## config.mk

```make
export PLATFORM = sky130hd
export DESIGN_NAME = instr_sequencer
export DESIGN_NICKNAME = d
export VERILOG_FILES = /design/src/rtl/instr_sequencer.sv
export SDC_FILE = /design/constraint.sdc
export NUM_CORES = 1
export LEC_CHECK = 0
export CAP_MARGIN = 20
export CORE_ASPECT_RATIO = 0.5
export CORE_MARGIN = 2
export CORE_UTILIZATION = 45
export DETAILED_ROUTE_END_ITERATION = 10
export MAX_ROUTING_LAYER = met4
export PLACE_DENSITY = 0.85
export SYNTH_ARGS = -nofsm -noshare
export SYNTH_HDL_FRONTEND = slang
export SYNTH_SLANG_ARGS = --single-unit
```

## constraint.sdc

```tcl
create_clock -name clk -period 4.3 [get_ports clk]
set_clock_uncertainty 0.15 [all_clocks]
set_input_delay 0.43 -clock clk [delete_from_list [all_inputs] [get_ports clk]]
set_output_delay 0.43 -clock clk [all_outputs]
set_load 0.03 [all_outputs]
```

## src/rtl/instr_sequencer.sv

```systemverilog
// -----------------------------------------------------------------------------
// instr_sequencer
// Instruction register plus Moore sequencer for the simple datapath (regfile,
// A/B/C/status registers, shifter, ALU). A 16-bit instruction is latched while
// idle. On start, the block walks the datapath one step per cycle.
//
// Ports
//   clk, reset_n      rising-edge clock, asynchronous active-low reset
//   s                 start (level, sampled only while idle)
//   load, in          IR load enable and instruction word (accepted only while idle)
//   w                 1 = idle and ready for s
//   err               trap flag
//   readnum/writenum  regfile read/write register selects
//   write             regfile write enable
//   vsel              writeback mux select: 00 mdata, 01 sximm8, 10 PC, 11 C
//   loada..loads      A, B, C and status register enables
//   asel, bsel        operand selects (A forced to 0 / B from sximm5)
//   shift, ALUop      shifter and ALU controls
//   sximm8, sximm5    sign-extended IR immediates
//
// Build option: define INSTR_SEQ_TRAP_EN to trap on an illegal instruction.
// The trap holds err=1 until reset_n is asserted. When the macro is not
// defined, an illegal instruction behaves as a one-cycle NOP.
// -----------------------------------------------------------------------------
module instr_sequencer #(
  parameter int unsigned IW = 16,
  parameter int unsigned RW = 3
) (
  input  logic          clk,
  input  logic          reset_n,
  input  logic          s,
  input  logic          load,
  input  logic [IW-1:0] in,
  output logic          w,
  output logic          err,
  output logic [RW-1:0] readnum,
  output logic [RW-1:0] writenum,
  output logic          write,
  output logic [1:0]    vsel,
  output logic          loada,
  output logic          loadb,
  output logic          loadc,
  output logic          loads,
  output logic          asel,
  output logic          bsel,
  output logic [1:0]    shift,
  output logic [1:0]    ALUop,
  output logic [IW-1:0] sximm8,
  output logic [IW-1:0] sximm5
);

  typedef enum logic [2:0] {
    S_WAIT, S_DECODE, S_WR_IMM, S_GET_A, S_GET_B, S_EXEC, S_WR_REG, S_TRAP
  } state_e;

  state_e          state_q, state_d;
  logic [IW-1:0]   ir_q, ir_d;

  // Output registers. They are loaded from the decode of the next state, so
  // each output matches the state that it belongs to with no extra latency.
  logic            w_q, w_d;
  logic [RW-1:0]   readnum_q, readnum_d, writenum_q, writenum_d;
  logic            write_q, write_d, loada_q, loada_d, loadb_q, loadb_d;
  logic            loadc_q, loadc_d, loads_q, loads_d, asel_q, asel_d;
  logic [1:0]      vsel_q, vsel_d, shift_q, shift_d, aluop_q, aluop_d;

  // Decoded fields of the current IR, used for state transitions.
  logic [2:0]      cur_opc;
  logic [1:0]      cur_op;
  // Decoded fields of the next IR, used for the registered output decode.
  logic [2:0]      nxt_opc;
  logic [1:0]      nxt_op;
  logic            nxt_mov_reg, nxt_mvn, nxt_cmp;

  assign cur_opc     = ir_q[15:13];
  assign cur_op      = ir_q[12:11];
  assign nxt_opc     = ir_d[15:13];
  assign nxt_op      = ir_d[12:11];
  assign nxt_mov_reg = (nxt_opc == 3'b110) && (nxt_op == 2'b00);
  assign nxt_mvn     = (nxt_opc == 3'b101) && (nxt_op == 2'b11);
  assign nxt_cmp     = (nxt_opc == 3'b101) && (nxt_op == 2'b01);

  // State, IR and output registers.
  always_ff @(posedge clk or negedge reset_n) begin
    if (!reset_n) begin
      state_q    <= S_WAIT;
      ir_q       <= '0;
      w_q        <= 1'b1;
      readnum_q  <= '0;
      writenum_q <= '0;
      write_q    <= 1'b0;
      vsel_q     <= 2'b00;
      loada_q    <= 1'b0;
      loadb_q    <= 1'b0;
      loadc_q    <= 1'b0;
      loads_q    <= 1'b0;
      asel_q     <= 1'b0;
      shift_q    <= 2'b00;
      aluop_q    <= 2'b00;
    end else begin
      state_q    <= state_d;
      ir_q       <= ir_d;
      w_q        <= w_d;
      readnum_q  <= readnum_d;
      writenum_q <= writenum_d;
      write_q    <= write_d;
      vsel_q     <= vsel_d;
      loada_q    <= loada_d;
      loadb_q    <= loadb_d;
      loadc_q    <= loadc_d;
      loads_q    <= loads_d;
      asel_q     <= asel_d;
      shift_q    <= shift_d;
      aluop_q    <= aluop_d;
    end
  end

  // Next state and IR. IR only accepts a new word while idle, so a load
  // together with s on the same edge executes the newly loaded instruction.
  always_comb begin
    state_d = state_q;
    ir_d    = ir_q;
    case (state_q)
      S_WAIT: begin
        if (load) ir_d = in;
        if (s) state_d = S_DECODE;
      end
      S_DECODE: begin
        if ((cur_opc == 3'b110) && (cur_op == 2'b10))
          state_d = S_WR_IMM;
        else if (((cur_opc == 3'b110) && (cur_op == 2'b00)) ||
                 ((cur_opc == 3'b101) && (cur_op == 2'b11)))
          state_d = S_GET_B;
        else if (cur_opc == 3'b101)
          state_d = S_GET_A;
        else
`ifdef INSTR_SEQ_TRAP_EN
          state_d = S_TRAP;
`else
          state_d = S_WAIT;
`endif
      end
      S_WR_IMM: state_d = S_WAIT;
      S_GET_A:  state_d = S_GET_B;
      S_GET_B:  state_d = S_EXEC;
      S_EXEC:   state_d = ((cur_opc == 3'b101) && (cur_op == 2'b01)) ? S_WAIT : S_WR_REG;
      S_WR_REG: state_d = S_WAIT;
      S_TRAP:   state_d = S_TRAP;
      default:  state_d = S_WAIT;
    endcase

    // Moore output decode for the state (and IR) that takes effect next cycle.
    w_d        = (state_d == S_WAIT);
    readnum_d  = ir_d[10:8];
    writenum_d = ir_d[10:8];
    write_d    = 1'b0;
    vsel_d     = 2'b00;
    loada_d    = 1'b0;
    loadb_d    = 1'b0;
    loadc_d    = 1'b0;
    loads_d    = 1'b0;
    asel_d     = 1'b0;
    shift_d    = 2'b00;
    aluop_d    = 2'b00;
    case (state_d)
      S_WR_IMM: begin
        write_d = 1'b1;
        vsel_d  = 2'b01;
      end
      S_GET_A: loada_d = 1'b1;
      S_GET_B: begin
        readnum_d = ir_d[2:0];
        loadb_d   = 1'b1;
      end
      S_EXEC: begin
        shift_d = ir_d[4:3];
        asel_d  = nxt_mov_reg || nxt_mvn;
        aluop_d = nxt_mov_reg ? 2'b00 : nxt_op;
        if (nxt_cmp) begin
          loads_d = 1'b1;
        end else begin
          loadc_d = 1'b1;
          loads_d = !nxt_mov_reg;
        end
      end
      S_WR_REG: begin
        writenum_d = ir_d[7:5];
        vsel_d     = 2'b11;
        write_d    = 1'b1;
      end
      default: ;
    endcase
  end

`ifdef INSTR_SEQ_TRAP_EN
  assign err = (state_q == S_TRAP);
`else
  assign err = 1'b0;
`endif

  assign w        = w_q;
  assign readnum  = readnum_q;
  assign writenum = writenum_q;
  assign write    = write_q;
  assign vsel     = vsel_q;
  assign loada    = loada_q;
  assign loadb    = loadb_q;
  assign loadc    = loadc_q;
  assign loads    = loads_q;
  assign asel     = asel_q;
  assign bsel     = 1'b0;
  assign shift    = shift_q;
  assign ALUop    = aluop_q;
  assign sximm8   = {{(IW-8){ir_q[7]}}, ir_q[7:0]};
  assign sximm5   = {{(IW-5){ir_q[4]}}, ir_q[4:0]};

endmodule
```

# --- Word level (Yosys, flattened, before mapping) ---
# Index checks and enable logic that the tools add are counted.
op_classes:
  n_bitwise: 0
  muxes: 22
  n_div: 0
  reduce_logical: 16
  n_shift: 0
  multipliers: 0
  add_sub_neg: 0
  order_cmp: 0
  eq_ne: 21
ops:
  columns: ["cell", "count"]
  rows:
  - ["3-bit equality test, second input constant", 11]
  - ["16-bit two-way mux", 2]
  - ["3-bit one-hot mux with 7 select lines", 1]
  - ["3-bit two-way mux", 6]
  - ["3-bit by 2-bit equality test with 1-bit output, second input constant", 4]
  - ["1-bit two-way mux", 8]
  - ["2-bit two-way mux", 4]
  - ["1-bit logical AND", 7]
  - ["2-bit equality test, second input constant", 3]
  - ["3-bit logical NOT", 2]
  - ["2-bit by 1-bit equality test with 1-bit output, second input constant", 2]
  - ["2-bit logical NOT", 2]
  - ["2-bit one-hot mux with 2 select lines", 1]
  - ["2-bit OR reduction", 2]
  - ["3-bit by 1-bit equality test with 1-bit output, second input constant", 1]
  - ["1-bit logical OR", 2]
  - ["1-bit logical NOT", 1]
totals:
  word_cells: 73
  regBits: 38
  out_inout_bits: 53
  ramBits: 0
  mem_bits_ro: 0
  mem_count: 0
  input_bits: 20
  latchBits: 0

# --- Logic depth before layout (Yosys ltp) ---
logic_depth:
  depth_word: 9
  depth_mapped: 7
  depth_no_buf: 4

# --- Worst setup path after synthesis ---
# Ideal clock, no wire load.
synth_timing:
  kind: "flip-flop to flip-flop"
  start: "register state_q[0]"
  end: "register writenum_q[1] (netlist: writenum[1])"
  synth_period_minus_slack_ps: 1940
  setup_slack_ps: 2360
  arrival_ps: 1665
  stages_incl_launch_ff: 6
  path_cell_list: "dfrtp_1 -> buf_6 -> nor4b_4 -> buf_6 -> mux2_2 -> mux2_2"
synth_via:
  elab_cells_between_ends: 14
synth_lines:
  columns: ["element", "line_no", "text"]
  rows:
  - ["start, declared", "56", "state_e state_q, state_d;"]
  - ["start signal, assigned", "101", "state_q <= state_d;"]
  - ["3-bit logical NOT", "123", "case (state_q)"]
  - ["16-bit two-way mux", "123", null]
  - ["net ir_d[6]", "57", "logic [IW-1:0] ir_q, ir_d;"]
  - ["3-bit two-way mux", "165", "case (state_d)"]
  - ["net writenum_d[1]", "62", "logic [RW-1:0] readnum_q, readnum_d, writenum_q, writenum_d;"]
  - ["end signal, assigned", "105", "writenum_q <= writenum_d;"]
  - ["end, declared", "62", null]
# The timed path passes the listed nets, and every way through them passes these cells.

# --- Final worst setup path ---
layout_timing:
  start: "input port load"
  end: "register asel_q (netlist: asel)"
layout_via:
  elab_chain_len: 6
  elab_cells_between_ends: 10
layout_rtl:
  columns: ["element", "line_no", "text"]
  rows:
  - ["start, declared", "32", "input logic load,"]
  - ["16-bit two-way mux *", "125", "if (load) ir_d = in;"]
  - ["16-bit two-way mux *", "123", null]
  - ["3-bit equality test, or another cell as far along", "79", "assign nxt_mov_reg = (nxt_opc == 3'b110) && (nxt_op == 2'b00);"]
  - ["1-bit logical AND (on tied branches)", "79, 80", null]
  - ["1-bit logical OR *", "177", "asel_d = nxt_mov_reg || nxt_mvn;"]
  - ["1-bit two-way mux *", "165", null]
  - ["net asel_d", "64", "logic loadc_q, loadc_d, loads_q, loads_d, asel_q, asel_d;"]
  - ["end signal, assigned", "112", "asel_q <= asel_d;"]
  - ["end, declared", "64", null]
# Mark *: on every way through the listed nets, which the timed path passes. The rest lies on a longest branch.

==> run_results.csv <==
group,metric,value,unit
timing,drv_slew,0,
clock_tree,hold_buffers,0,
placement,place.port_buffers,70,
synthesis,ys_warn_count,0,
layout,mostFrequentLayoutCell,"clkdlybuf4s50_1",
worst_setup_path,path_cells,"clkdlybuf4s50_1 > nor4b_4 > buf_4 > mux2i_1 > o211a_1 > nor4_2",
worst_setup_path,r2r_slack,1.84,ns
clock_tree,htreeDepth,2,
worst_setup_path,critical_path_arrival,2.48,ns
power_and_ir_drop,ir_drop,0.3558,mV
clock_tree,clk_latency,0.29,ns
route,drc,0,
worst_setup_path,worst-path-buf-inv,2,
power_and_ir_drop,p_per_area,881.0,nW/um2
timing,fin_crit,2.461,ns
worst_setup_path,crit_path_start_kind,"primary input",
clock_tree,cts_tree,"built",
timing,maxSlewHeadroom,47.65,%
synthesis,yosys.area.top_type,"dfrtp_1",
clock_tree,postCtsSetupRepairBufs,0,
route,post_drt_wl_per_cell,13.99,um
synthesis,ys_ff_latch,37,
worst_setup_path,crit_slowest_cell,"nor4b_4",
clock_tree,clock_sinks,37,
worst_setup_path,cp_top_family,"buffers and inverters",
layout,area_delta_synth_final,30.29,%
route,vias,1212,
synthesis,synth_area,1826,um2
synthesis,synth_area_leaders,"dfrtp_1 49%, buf_4 15%, mux2_2 10%",
route,postRouteAntennaNets,0,
route,drt-total-wl,3.511,mm
die,start_util,46.76,%
timing,post-route-period-util,57.23,%
synthesis,ys_types,30,
worst_setup_path,r2r-start,"state_q[0]$_DFF_PN0_",
layout,fin_nets,216,
route,drt-initial-drc-count,39,
worst_setup_path,r2r_end,"asel$_DFF_PN0_",
clock_tree,cts_resized,0,
grt,grt_usage,17.57,%
synthesis,syn_inst,156,
grt,grt_pass1_wl,5.934,mm
clock_tree,cts_buffer_depth,2,
worst_hold_path,hold_class,"in2async",
clock_tree,clk_pin_slew_worst_paths,0.07,ns
synthesis,ys_seq_area_share,50.79,%
run,cap_violations,0,
worst_setup_path,rr_worst_depth,5,
clock_tree,cts-root-buf,"clkbuf_8",
worst_setup_path,crit_path_end_kind,"flop",
layout,drive_gt1_share,16.24,%
die,coreArea,3904,um2
worst_setup_path,max_stage_delay,0.62,ns
layout,post-route-util,60.93,%
route,vias_per_cell,4.829,
outcome,status,"finished, final reports clean",
timing,tightest_slew,0.7853,ns
clock_tree,cts-buffers-inserted,5,
grt,grt_max_degree,38,
power_and_ir_drop,total_power,2096,uW
timing,rsz0062_at_grt,"no",
layout,diodes,0,
timing,fmax,406.4,MHz
placement,gp_congestion,0.8467,
placement,place_hpwl,2.684,mm
worst_setup_path,required,4.32,ns
die,die_w,94.08,um
timing,final.setup.tns,0,ns
power_and_ir_drop,power.leakage,0.001002,uW
grt,grt_antenna_before_repair,0,
worst_setup_path,cp_max_fo,14,
die,num_rows,16,
grt,grt_pass1_vias,1229,
die,pin_count,73,
worst_setup_path,startpoint,"load",
timing,hold_viol,0,
worst_setup_path,setup.worst_path.class,"in2reg",
die,die_y,49.04,um
synthesis,yosys.area.top_type_share,49.35,%
die,die_area,4613,um2
timing,setup_viol,0,
grt,overflow,0,
layout,final_cell_mix,"69 x clkdlybuf4s50_1, 36 x dfrtp_1, 17 x mux2_2",
synthesis,syn_area_per_cell,11.70,um2
route,drt_pass1_iterations,4,
## sequential cells by signal, summed over array words and instances, names as in the netlist
register and count:
loada 1, w 1, readnum 3, writenum 3, asel 1, write 1
state_q 3, ALUop 2, loadc 1, loads 1, vsel 1, ir_q 16
shift 2, loadb 1
## synthesized netlist by cell type
master	instances
a21oi_1	3
a21oi_4	1
a31oi_1	2
and3_1	3
buf_4	36
buf_6	3
conb_1	1
dfrtp_1	36
dfstp_2	1
inv_1	6
mux2_2	17
mux2i_1	5
nand2_1	6
nand2b_1	2
nand3_1	1
nand3b_1	4
nand4b_1	1
nor2_1	10
nor2b_1	1
nor3_1	2
nor3b_1	2
nor4_2	1
nor4b_4	1
o211a_1	1
o21ai_0	5
o21ba_2	1
o221a_2	1
o22a_1	1
or3_1	1
or3b_1	1
## metal layers
metal | part of all wire [%] | GRT usage (%)
met4 | 1.0 | 7.005
met5 | 0 | -
met1 | 41 | 20.91
met2 | 53 | 28.57
met3 | 4.8 | 4.946
## logic make-up after synthesis
kind of cell / count (synthesis) / share of synthesized area [%]
mux: 22 / 13.23
simple gates: 36 / 11.93
flops: 37 / 50.79
other cells: 1 / 0.2054
compound gates: 15 / 5.963
buf+inv: 45 / 17.89
## layout make-up
cell class                      instances  area [um2]
Sequential cell                        37       927.1
Clock inverter                          2       10.01
Inverter                                6       22.52
Timing Repair Buffer                   71       703.2
Fill cell                             303        1525
Tap cell                               54       67.56
Multi-Input combinational cell         75       575.6
Clock buffer                            6       72.57
## through the flow
step	hold slack, ns	cell area, um2	setup slack (ns)	instances
after detailed placement	0.3336	2296	1.502	243
after global placement	0.3236	2296	1.641	243
final	0.06877	2379	1.839	251
after CTS	0.09247	2379	1.817	251
after floorplan	-0.01559	1829	2.360	157
after global routing	0.1436	2379	1.640	251
## how the worst max path moves through the flow
stage / cells after the start / end
global placement: 6 / asel$_DFF_PN0_
detailed placement: 6 / asel$_DFF_PN0_
CTS: 6 / asel$_DFF_PN0_
finish: 6 / asel$_DFF_PN0_
floorplan: 5 / writenum[1]$_DFF_PN0_
global route: 5 / asel$_DFF_PN0_
## power by group
group,total [uW],leakage (uW),internal (uW),switching (uW)
Clock,230,0.0000450,112,117
Combinational,1250,0.000497,542,707
Sequential,617,0.000461,489,128
Note: power is estimated with default switching activity, not from simulation.
